==> config.mk <==
export PLATFORM = sky130hd
export DESIGN_NAME = alu_op_sequencer_flat
export DESIGN_NICKNAME = d
export VERILOG_FILES = /design/src/rtl/alu_ctrl_pkg.sv /design/src/rtl/alu_op_sequencer_if.sv /design/src/rtl/alu_op_decode.sv /design/src/rtl/alu_op_sequencer.sv /design/src/flat_wrapper.sv
export SDC_FILE = /design/constraint.sdc
export NUM_CORES = 1
export LEC_CHECK = 0
export ABC_AREA = 0
export BUFFER_PORTS_ARGS = -buffer_cell sky130_fd_sc_hd__buf_2
export CELL_PAD_IN_SITES_DETAIL_PLACEMENT = 1
export CELL_PAD_IN_SITES_GLOBAL_PLACEMENT = 1
export CORE_UTILIZATION = 34
export DETAILED_ROUTE_END_ITERATION = 12
export GPL_ROUTABILITY_DRIVEN = 0
export MAX_ROUTING_LAYER = met4
export PLACE_DENSITY = 0.82
export SYNTH_ARGS = -nofsm -noshare
export SYNTH_HDL_FRONTEND = slang
export SYNTH_SLANG_ARGS = --single-unit
==> constraint.sdc <==
create_clock -name clock -period 5.13 [get_ports clock]
set_clock_uncertainty 0.2 [all_clocks]
set_input_delay 1.026 -clock clock [delete_from_list [all_inputs] [get_ports clock]]
set_output_delay 1.026 -clock clock [all_outputs]
set_load 0.05 [all_outputs]
==> src/rtl/alu_ctrl_pkg.sv <==
// Shared ALU control definitions: opcode map, sequencer state encoding and latency type.
// Used by alu_op_sequencer, its interface and the alu_op_decode lookup.
package alu_ctrl_pkg;

  localparam int DATA_W = 32;
  localparam int OP_W   = 5;
  localparam int LAT_W  = 4;

  typedef logic [LAT_W-1:0] lat_t;

  typedef enum logic [1:0] {
    IDLE = 2'd0,
    EXEC = 2'd1,
    RESP = 2'd2
  } state_t;

  localparam logic [OP_W-1:0] OP_LOAD = 5'b00000;
  localparam logic [OP_W-1:0] OP_ADD  = 5'b00011;
  localparam logic [OP_W-1:0] OP_SUB  = 5'b00100;
  localparam logic [OP_W-1:0] OP_AND  = 5'b00101;
  localparam logic [OP_W-1:0] OP_OR   = 5'b00110;
  localparam logic [OP_W-1:0] OP_ROR  = 5'b00111;
  localparam logic [OP_W-1:0] OP_ROL  = 5'b01000;
  localparam logic [OP_W-1:0] OP_SHR  = 5'b01001;
  localparam logic [OP_W-1:0] OP_SHRA = 5'b01010;
  localparam logic [OP_W-1:0] OP_SHL  = 5'b01011;
  localparam logic [OP_W-1:0] OP_ADDI = 5'b01100;
  localparam logic [OP_W-1:0] OP_ANDI = 5'b01101;
  localparam logic [OP_W-1:0] OP_ORI  = 5'b01110;
  localparam logic [OP_W-1:0] OP_DIV  = 5'b01111;
  localparam logic [OP_W-1:0] OP_MUL  = 5'b10000;
  localparam logic [OP_W-1:0] OP_NEG  = 5'b10001;
  localparam logic [OP_W-1:0] OP_NOT  = 5'b10010;
  localparam logic [OP_W-1:0] OP_BR   = 5'b10011;
  localparam logic [OP_W-1:0] OP_SHLA = 5'b11111;

  // Undefined opcode parked on the ALU whenever no op is in flight, so it outputs 0.
  localparam logic [OP_W-1:0] OP_NOP  = 5'b11110;

endpackage

==> src/rtl/alu_op_sequencer_if.sv <==
// Request/ALU/response signal bundle for alu_op_sequencer.
// slave: the sequencer; master: the requester, ALU and response consumer around it.
interface alu_op_sequencer_if;
  import alu_ctrl_pkg::*;

  logic                req_valid;
  logic                req_ready;
  logic [OP_W-1:0]     req_op;
  logic [DATA_W-1:0]   req_ra;
  logic [DATA_W-1:0]   req_rb;
  logic                req_branch;

  logic [OP_W-1:0]     alu_op;
  logic [DATA_W-1:0]   alu_ra;
  logic [DATA_W-1:0]   alu_rb;
  logic                alu_branch;
  logic [DATA_W-1:0]   alu_hi;
  logic [DATA_W-1:0]   alu_lo;

  logic                rsp_valid;
  logic                rsp_ready;
  logic [DATA_W-1:0]   rsp_hi;
  logic [DATA_W-1:0]   rsp_lo;
  logic                rsp_illegal;
  logic                rsp_dz;
  logic                busy;

  modport slave (
    input  req_valid, req_op, req_ra, req_rb, req_branch,
    input  alu_hi, alu_lo,
    input  rsp_ready,
    output req_ready,
    output alu_op, alu_ra, alu_rb, alu_branch,
    output rsp_valid, rsp_hi, rsp_lo, rsp_illegal, rsp_dz,
    output busy
  );

  modport master (
    output req_valid, req_op, req_ra, req_rb, req_branch,
    output alu_hi, alu_lo,
    output rsp_ready,
    input  req_ready,
    input  alu_op, alu_ra, alu_rb, alu_branch,
    input  rsp_valid, rsp_hi, rsp_lo, rsp_illegal, rsp_dz,
    input  busy
  );

endinterface

==> src/rtl/alu_op_decode.sv <==
// Combinational opcode lookup: result latency in cycles and whether the opcode is undefined.
// Undefined opcodes get BASE_LAT so they still produce a (zero) response promptly.
module alu_op_decode
  import alu_ctrl_pkg::*;
#(
  parameter int MUL_LAT  = 4,
  parameter int DIV_LAT  = 8,
  parameter int BASE_LAT = 1
) (
  input  logic [OP_W-1:0] op,
  output lat_t            lat,
  output logic            illegal
);

  always_comb begin
    lat     = lat_t'(BASE_LAT);
    illegal = 1'b0;
    case (op)
      OP_MUL: lat = lat_t'(MUL_LAT);
      OP_DIV: lat = lat_t'(DIV_LAT);
      OP_LOAD, OP_ADD, OP_SUB, OP_AND, OP_OR, OP_ROR, OP_ROL, OP_SHR,
      OP_SHRA, OP_SHL, OP_ADDI, OP_ANDI, OP_ORI, OP_NEG, OP_NOT, OP_BR,
      OP_SHLA: ;
      default: illegal = 1'b1;
    endcase
  end

endmodule

==> src/rtl/alu_op_sequencer.sv <==
// Multi-cycle ALU op sequencer: accepts one op, holds ALU inputs for its latency, returns the result.
// Optional macro DIV_ZERO_CHECK_EN short-circuits DIV by zero to a BASE_LAT zero response with rsp_dz set.
module alu_op_sequencer
  import alu_ctrl_pkg::*;
#(
  parameter int MUL_LAT  = 4,
  parameter int DIV_LAT  = 8,
  parameter int BASE_LAT = 1
) (
  input logic               clock,
  input logic               clear,
  alu_op_sequencer_if.slave bus
);

  state_t            state;
  lat_t              cnt;
  lat_t              dec_lat;
  lat_t              acc_lat;
  logic              dec_illegal;
  logic              div_zero;

  logic              req_ready_r;
  logic              rsp_valid_r;
  logic              busy_r;
  logic [OP_W-1:0]   op_r;
  logic [DATA_W-1:0] ra_r;
  logic [DATA_W-1:0] rb_r;
  logic              branch_r;
  logic [DATA_W-1:0] hi_r;
  logic [DATA_W-1:0] lo_r;
  logic              illegal_r;
  logic              dz_r;
  logic              pend_illegal;
  logic              pend_dz;

  alu_op_decode #(
    .MUL_LAT  (MUL_LAT),
    .DIV_LAT  (DIV_LAT),
    .BASE_LAT (BASE_LAT)
  ) u_decode (
    .op      (bus.req_op),
    .lat     (dec_lat),
    .illegal (dec_illegal)
  );

`ifdef DIV_ZERO_CHECK_EN
  assign div_zero = (bus.req_op == OP_DIV) && (bus.req_rb == '0);
`else
  assign div_zero = 1'b0;
`endif

  assign acc_lat = div_zero ? lat_t'(BASE_LAT) : dec_lat;

  always_ff @(posedge clock) begin
    if (clear) begin
      state        <= IDLE;
      cnt          <= '0;
      req_ready_r  <= 1'b1;
      rsp_valid_r  <= 1'b0;
      busy_r       <= 1'b0;
      op_r         <= OP_NOP;
      ra_r         <= '0;
      rb_r         <= '0;
      branch_r     <= 1'b0;
      hi_r         <= '0;
      lo_r         <= '0;
      illegal_r    <= 1'b0;
      dz_r         <= 1'b0;
      pend_illegal <= 1'b0;
      pend_dz      <= 1'b0;
    end else begin
      case (state)
        // accept: freeze the ALU inputs for the whole op
        IDLE: begin
          if (bus.req_valid) begin
            op_r         <= bus.req_op;
            ra_r         <= bus.req_ra;
            rb_r         <= bus.req_rb;
            branch_r     <= bus.req_branch;
            cnt          <= acc_lat - lat_t'(1);
            pend_illegal <= dec_illegal;
            pend_dz      <= div_zero;
            req_ready_r  <= 1'b0;
            busy_r       <= 1'b1;
            state        <= EXEC;
          end
        end
        // wait out the latency; capture on the cycle the counter reads zero
        EXEC: begin
          if (cnt == '0) begin
            hi_r        <= (pend_illegal || pend_dz) ? '0 : bus.alu_hi;
            lo_r        <= (pend_illegal || pend_dz) ? '0 : bus.alu_lo;
            illegal_r   <= pend_illegal;
            dz_r        <= pend_dz;
            rsp_valid_r <= 1'b1;
            state       <= RESP;
          end else begin
            cnt <= cnt - lat_t'(1);
          end
        end
        // hold the response; the next request is only taken after this handshake
        RESP: begin
          if (bus.rsp_ready) begin
            rsp_valid_r <= 1'b0;
            op_r        <= OP_NOP;
            req_ready_r <= 1'b1;
            busy_r      <= 1'b0;
            state       <= IDLE;
          end
        end
        default: begin
          state       <= IDLE;
          req_ready_r <= 1'b1;
          rsp_valid_r <= 1'b0;
          busy_r      <= 1'b0;
          op_r        <= OP_NOP;
        end
      endcase
    end
  end

  assign bus.req_ready   = req_ready_r;
  assign bus.alu_op      = op_r;
  assign bus.alu_ra      = ra_r;
  assign bus.alu_rb      = rb_r;
  assign bus.alu_branch  = branch_r;
  assign bus.rsp_valid   = rsp_valid_r;
  assign bus.rsp_hi      = hi_r;
  assign bus.rsp_lo      = lo_r;
  assign bus.rsp_illegal = illegal_r;
  assign bus.rsp_dz      = dz_r;
  assign bus.busy        = busy_r;

endmodule

==> src/flat_wrapper.sv <==
// flat-port wrapper written by rule: the top's interface ports become plain ports
module alu_op_sequencer_flat import alu_ctrl_pkg::*;
#(
  parameter int MUL_LAT  = 4,
  parameter int DIV_LAT  = 8,
  parameter int BASE_LAT = 1
)
  (clock, clear, bus_req_valid, bus_req_op, bus_req_ra, bus_req_rb, bus_req_branch, bus_alu_hi, bus_alu_lo, bus_rsp_ready, bus_req_ready, bus_alu_op, bus_alu_ra, bus_alu_rb, bus_alu_branch, bus_rsp_valid, bus_rsp_hi, bus_rsp_lo, bus_rsp_illegal, bus_rsp_dz, bus_busy);
  alu_op_sequencer_if bus_i ();
  input logic clock;
  input logic clear;
  input wire logic [$bits(bus_i.req_valid)-1:0] bus_req_valid;
  input wire logic [$bits(bus_i.req_op)-1:0] bus_req_op;
  input wire logic [$bits(bus_i.req_ra)-1:0] bus_req_ra;
  input wire logic [$bits(bus_i.req_rb)-1:0] bus_req_rb;
  input wire logic [$bits(bus_i.req_branch)-1:0] bus_req_branch;
  input wire logic [$bits(bus_i.alu_hi)-1:0] bus_alu_hi;
  input wire logic [$bits(bus_i.alu_lo)-1:0] bus_alu_lo;
  input wire logic [$bits(bus_i.rsp_ready)-1:0] bus_rsp_ready;
  output wire logic [$bits(bus_i.req_ready)-1:0] bus_req_ready;
  output wire logic [$bits(bus_i.alu_op)-1:0] bus_alu_op;
  output wire logic [$bits(bus_i.alu_ra)-1:0] bus_alu_ra;
  output wire logic [$bits(bus_i.alu_rb)-1:0] bus_alu_rb;
  output wire logic [$bits(bus_i.alu_branch)-1:0] bus_alu_branch;
  output wire logic [$bits(bus_i.rsp_valid)-1:0] bus_rsp_valid;
  output wire logic [$bits(bus_i.rsp_hi)-1:0] bus_rsp_hi;
  output wire logic [$bits(bus_i.rsp_lo)-1:0] bus_rsp_lo;
  output wire logic [$bits(bus_i.rsp_illegal)-1:0] bus_rsp_illegal;
  output wire logic [$bits(bus_i.rsp_dz)-1:0] bus_rsp_dz;
  output wire logic [$bits(bus_i.busy)-1:0] bus_busy;
  assign bus_i.req_valid = bus_req_valid;
  assign bus_i.req_op = bus_req_op;
  assign bus_i.req_ra = bus_req_ra;
  assign bus_i.req_rb = bus_req_rb;
  assign bus_i.req_branch = bus_req_branch;
  assign bus_i.alu_hi = bus_alu_hi;
  assign bus_i.alu_lo = bus_alu_lo;
  assign bus_i.rsp_ready = bus_rsp_ready;
  assign bus_req_ready = bus_i.req_ready;
  assign bus_alu_op = bus_i.alu_op;
  assign bus_alu_ra = bus_i.alu_ra;
  assign bus_alu_rb = bus_i.alu_rb;
  assign bus_alu_branch = bus_i.alu_branch;
  assign bus_rsp_valid = bus_i.rsp_valid;
  assign bus_rsp_hi = bus_i.rsp_hi;
  assign bus_rsp_lo = bus_i.rsp_lo;
  assign bus_rsp_illegal = bus_i.rsp_illegal;
  assign bus_rsp_dz = bus_i.rsp_dz;
  assign bus_busy = bus_i.busy;
  alu_op_sequencer #(.MUL_LAT(MUL_LAT), .DIV_LAT(DIV_LAT), .BASE_LAT(BASE_LAT)) u_core (.clock(clock), .clear(clear), .bus(bus_i));
endmodule
# Yosys cells after proc, flatten, opt, wreduce, memory -nomap -nowiden

Index checks and enable logic that the tools add are counted.
W data, S select, Z words.

Flip-flop bits (word level): 145
Bits of input ports: 138
Output and inout port bits: 139

Add/subtract/negate cells: 2
Equality and inequality tests: 24
Muxes and demuxes: 22
Bitwise logic cells: 2
Reduce and logical (&&, ||, !) cells: 11

Operator list:

| cell                  | number |
|---|---|
| $mux W32              | 2 |
| $eq A5 B4 Y1 const B  | 8 |
| $eq A5 B5 Y1 const B  | 5 |
| $eq A5 B3 Y1 const B  | 4 |
| $reduce_or A19 Y1     | 1 |
| $pmux W4 S2           | 2 |
| $pmux W5 S3           | 1 |
| $reduce_and A3 Y1     | 4 |
| $mux W5               | 2 |
| $pmux W1 S3           | 3 |
| $mux W4               | 2 |
| $sub A4 B1 Y4 const B | 2 |
| $mux W1               | 6 |
| $mux W2               | 3 |
| $ne A2 B2 Y1 const B  | 3 |
| $pmux W2 S3           | 1 |
| $eq A5 B2 Y1 const B  | 1 |
| $logic_not A5 Y1      | 1 |
| $logic_not A4 Y1      | 1 |
| $reduce_and A2 Y1     | 2 |
| $eq A2 B1 Y1 const B  | 1 |
| $eq A2 B2 Y1 const B  | 1 |
| $logic_not A2 Y1      | 1 |
| $ne A2 B1 Y1 const B  | 1 |
| 2 further kinds       | 3 |

# Longest topological paths before layout

Depth after elaboration: 5
Mapped depth: 6
Gate-level depth less buffers: 6

# Cells and area by module

A second synthesis with hierarchy kept.

Cell total of the unflattened synthesis: 662
Area, all modules: 5455.2 um2

By module, submodules not included:

| module           | instances | cells each | area each (um2) | seq. area each (um2) |
|---|---|---|---|---|
| alu_op_sequencer | 1         | 649        | 5383.9          | 2902.8 |
| alu_op_decode    | 1         | 13         | 71.3            | 0.0 |

# Worst setup path before layout

No wires, ideal clock.

Path type: input -> register
From: input bus_req_op[3]
To: register u_core.cnt[1]
Arrival: 2.125 ns
Path slack: 2.720 ns
Stages on the path: 5
Buffers on the path: 0
Path through: nor4_1 nand2_1 a31oi_1 ha_1 a211oi_1

Word-level cells in the longest chain between the ends: 5
Elaborated cells on any way between the ends: 6

RTL lines:

| item                                                | RTL line               | source |
|---|---|---|
| start: declaration                                  | flat_wrapper.sv:13     | `input wire logic [$bits(bus_i.req_op)-1:0] bus_req_op;` |
| $eq A5 B4 Y1 / $eq A5 B5 Y1 (equally long branches) | alu_op_decode.sv:18    | `case (op)` |
| $pmux W4 S2 *                                       | alu_op_decode.sv:18    |  |
| $sub A4 B1 Y4 *                                     | alu_op_sequencer.sv:80 | `cnt <= acc_lat - lat_t'(1);` |
| $mux W4 *                                           | alu_op_sequencer.sv:75 | `if (bus.req_valid) begin` |
| $pmux W4 S2 *                                       | alu_op_sequencer.sv:72 | `case (state)` |
| end signal: assignment                              | alu_op_sequencer.sv:80 |  |
| end signal: assignment                              | alu_op_sequencer.sv:98 | `cnt <= cnt - lat_t'(1);` |
| end: declaration                                    | alu_op_sequencer.sv:16 | `lat_t cnt;` |

Mark *: on every way between the ends. The rest lies on a longest branch, timed or not. The select of a mux whose other input is x is not followed.
A chain may end at the register's enable or synchronous reset.

# Worst setup path after layout

From: register u_core.state[0]
To: register u_core.lo_r[0] (netlist: u_core.bus.rsp_lo[0])

Word-level cells in the longest chain between the ends: 2

RTL lines:

| item                               | RTL line               | source |
|---|---|---|
| start: declaration                 | alu_op_sequencer.sv:15 | `state_t state;` |
| start signal: assignment           | alu_op_sequencer.sv:56 | `state <= IDLE;` |
| start signal: assignment           | alu_op_sequencer.sv:85 | `state <= EXEC;` |
| start signal: assignment           | alu_op_sequencer.sv:96 | `state <= RESP;` |
| $eq A2 B1 Y1                       | alu_op_sequencer.sv:72 |  |
| $reduce_and A2 Y1 (no source line) | --                     |  |
| end signal: assignment             | alu_op_sequencer.sv:92 | `lo_r <= (pend_illegal \|\| pend_dz) ? '0 : bus.alu_lo;` |
| end: declaration                   | alu_op_sequencer.sv:30 | `logic [DATA_W-1:0] lo_r;` |

No other way between the ends.

==> results_dict.tcl <==
set metrics [dict create \
    die_x_um 128 \
    worstSkewPairLatency_ps 410 \
    slowest_delay_ps 750 \
    htree_num_levels 4 \
    grt_usage_pct 21.7 \
    p_per_area_mw_per_mm2 458 \
    clkPwrFrac_pct 42.6 \
    postSynthCellCount 654 \
    crit_fanout 38 \
    setup_viol 0 \
    peakVddDrop_mv 0.204 \
    yosysSeqAreaShare_pct 54.0 \
    num_vias 5446 \
    dieArea_mm2 0.0163 \
    cellInternalPower_mw 2.38 \
    arrival_ps 2740 \
    layout.cells.non_filler 1126 \
    yosys.area.top_type "dfxtp_1" \
    hpwl_um 11700 \
    status "completed" \
    fin_crit_sh_pct 50.7 \
    core-area_mm2 0.0153 \
    final_nets 1040 \
    grt_max_degree 81 \
    yosys.area.top_type_share_pct 54.0 \
    synth-main-ff-cell "dfxtp_1" \
    timing.critical_path.required_ps 5260 \
    switchingPower_mw 1.08 \
    netlist_area_mm2 0.00538 \
    die_h_um 128 \
    cts_tree "built" \
    syn_nets 793 \
    drc 0 \
    postSynth.asyncResetShare_pct 0 \
    power.share.switching_pct 31.2 \
    timing.fmax_mhz 384 \
    rows 45 \
    start_kind "flop" \
    drt-initial-drc-count 225 \
    setup.worst_path.class "reg -> reg" \
    comb_power_share_pct 20.9 \
    initial_core_util_pct 35.1 \
    placed_cells 1093 \
    post_cts_buffers 0 \
    drv_cap 0 \
    postSynthAreaPerCell_um2 8.23 \
    clk_pin_slew_ps 60 \
    worstHoldPathType "reg -> reg" \
    wl_per_cell_um 15.5 \
    cp-end-kind "flop" \
    synth_edf_count 0 \
    crit_family "simple AND/OR/NAND/NOR gates" \
    drive_gt1_share_pct 34.6 \
    worstMarginPinSlew_ps 1010 \
    clockBufferDepth 2 \
    ys_warn_count 0 \
    ys_ff_latch 145 \
    viasPerCell 4.84 \
    seq_power_share_pct 36.5 \
    worst-path-buf-inv 1 \
    antenna_found_initial 1 \
    ys_types 38 \
    grt_pass1_vias 5487 \
    grt_overflow 0 \
    finalHoldViolCount 0 \
    design_area_mm2 0.00756 \
    worstPathCellList "nor2b_1 > and2_2 > buf_4 > nand3b_1 > a21oi_1" \
    root_buffer "clkbuf_16" \
    cts_inserted_buffers 17 \
    slew_headroom_pct 32.7 \
    slew_violations 0 \
    yosys-top-cells-area "dfxtp_1, nand2_1, a21oi_1" \
    holdBufCountCts 0 \
    fin_crit_ps 2600 \
    clock-sinks 145 \
    placed_area_mm2 0.00685 \
    power.leakage_nw 3.39 \
    grt_pass1_wl_um 27000 \
    drt_first_pass_iters 4 \
    portBuffers 275 \
    setup_tns_ps 0 \
    cts-resized-gates 0 \
    ios 277 \
    power.total_mw 3.46 \
    routed_wirelength_um 17500 \
    syn2layout_area_growth_pct 40.4 \
    rsz0062_at_grt "false" \
    fin_util_pct 49.3 \
    cp_slowest_cell "and2_2" \
    postRouteAntennaNets 0 \
]
==> worst min-delay path: cells and delay by family, from the launching register on <==
kind / cells / cell delay [ps]
flip-flops: 1 / 300
AND/OR/NAND/NOR: 1 / 50
AO/OA/AOI/OAI: 1 / 50
==> registers in the layout, summed over array words and instances (netlist names) <==
name and count:
u_core.bus.alu_ra 32, u_core.bus.alu_rb 32, u_core.bus.rsp_hi 32, u_core.bus.rsp_lo 32
u_core.bus.alu_op 5, u_core.cnt 4, u_core.state 2, u_core.bus.alu_branch 1
u_core.bus.busy 1, u_core.bus.req_ready 1, u_core.bus.rsp_illegal 1, u_core.bus.rsp_valid 1
u_core.pend_illegal 1
==> final timing paths <==
kind                                           start                                 end  slack (ps)  cells past startpoint
setup / recovery        u_core.state[0]$_SDFFE_PP0P_   u_core.bus.rsp_lo[0]$_SDFFE_PP0P_        2530                      5
hold / removal    u_core.bus.rsp_hi[15]$_SDFFE_PP0P_  u_core.bus.rsp_hi[15]$_SDFFE_PP0P_         250                      2
setup reg to reg        u_core.state[0]$_SDFFE_PP0P_   u_core.bus.rsp_lo[0]$_SDFFE_PP0P_        2530                      5
hold reg to reg   u_core.bus.rsp_hi[15]$_SDFFE_PP0P_  u_core.bus.rsp_hi[15]$_SDFFE_PP0P_         250                      2
==> cells in the mapped netlist (2+ instances only) <==
cell and number:
nand2b_1 4, buf_2 9, clkbuf_1 37, a21oi_1 136, a211oi_1 2, buf_1 4, and2_1 2, o22ai_1 4
nor2b_1 2, o21a_1 2, dfxtp_1 145, nand2_1 210, buf_4 2, nand3b_1 64, nor2_1 8
==> kinds of logic after synthesis <==
kind of cell,Yosys count,synth area share [%]
fa+ha+maj,1,0.233
xor+xnor,1,0.163
mux,1,0.186
flops,145,54.0
other cells,1,0.0697
simple gates,297,26.0
buf+inv,54,4.26
compound gates,154,15.1
==> cell usage in the layout (no fill, tap or decap), drive strengths merged, types with 2 or more instances in the layout <==
| cell | Yosys | layout |
|---|---|---|
| inv | 1 | 3 |
| nor2b | 2 | 2 |
| a211oi | 2 | 2 |
| nand2 | 210 | 210 |
| dfxtp | 145 | 145 |
| nor2 | 8 | 8 |
| o21ai | 2 | 2 |
| bufinv | 0 | 7 |
| and2 | 3 | 3 |
| o22ai | 4 | 4 |
| clkbuf | 37 | 20 |
| clkinv | 0 | 2 |
| nand2b | 4 | 4 |
| a21oi | 136 | 136 |
| o21a | 2 | 2 |
| nor4 | 2 | 2 |
| nand3b | 64 | 64 |
| buf | 16 | 281 |
==> final cells by class <==
| type | count | area [µm²] |
|---|---|---|
| Fill cell | 1967 | 7760 |
| Inverter | 1 | 3.75 |
| Tap cell | 211 | 264 |
| Clock buffer | 20 | 447 |
| Sequential cell | 145 | 2900 |
| Clock inverter | 12 | 253 |
| Multi-Input combinational cell | 455 | 2260 |
| Timing Repair Buffer | 281 | 1420 |
| Antenna cell | 1 | 2.50 |
==> power groups by stage <==
stage,clock network [mW],logic (mW),registers (mW)
2_1_floorplan,0,0.239,1.57
3_3_place_gp,0,0.718,1.28
3_5_place_dp,0,0.725,1.29
4_1_cts,1.50,0.730,1.27
5_1_grt,1.55,0.777,1.27
6_report,1.47,0.723,1.26
==> metrics by stage <==
| stage | worst slack (ps) | hold slack [ps] |
|---|---|---|
| final | 2530 | 247 |
| after CTS | 2500 | 249 |
| after global placement | 2220 | 235 |
| after floorplan | 2720 | 262 |
| after global routing | 2360 | 261 |
| after detailed placement | 2110 | 240 |
==> routing by layer <==
| layer | part of all wire (%) | GRT usage (%) | routed length [µm] | vias to the layer above |
|---|---|---|---|---|
| met5 | 0 | - | 0 | - |
| met4 | 1.6 | 7.40 | 276 | 0 |
| met3 | 8.8 | 7.60 | 1540 | 24 |
| met2 | 49 | 36.9 | 8490 | 224 |
| met1 | 41 | 23.5 | 7150 | 2524 |
| li1 | - | - | - | 2674 |
No activity file was read; power rests on OpenSTA's default activity.
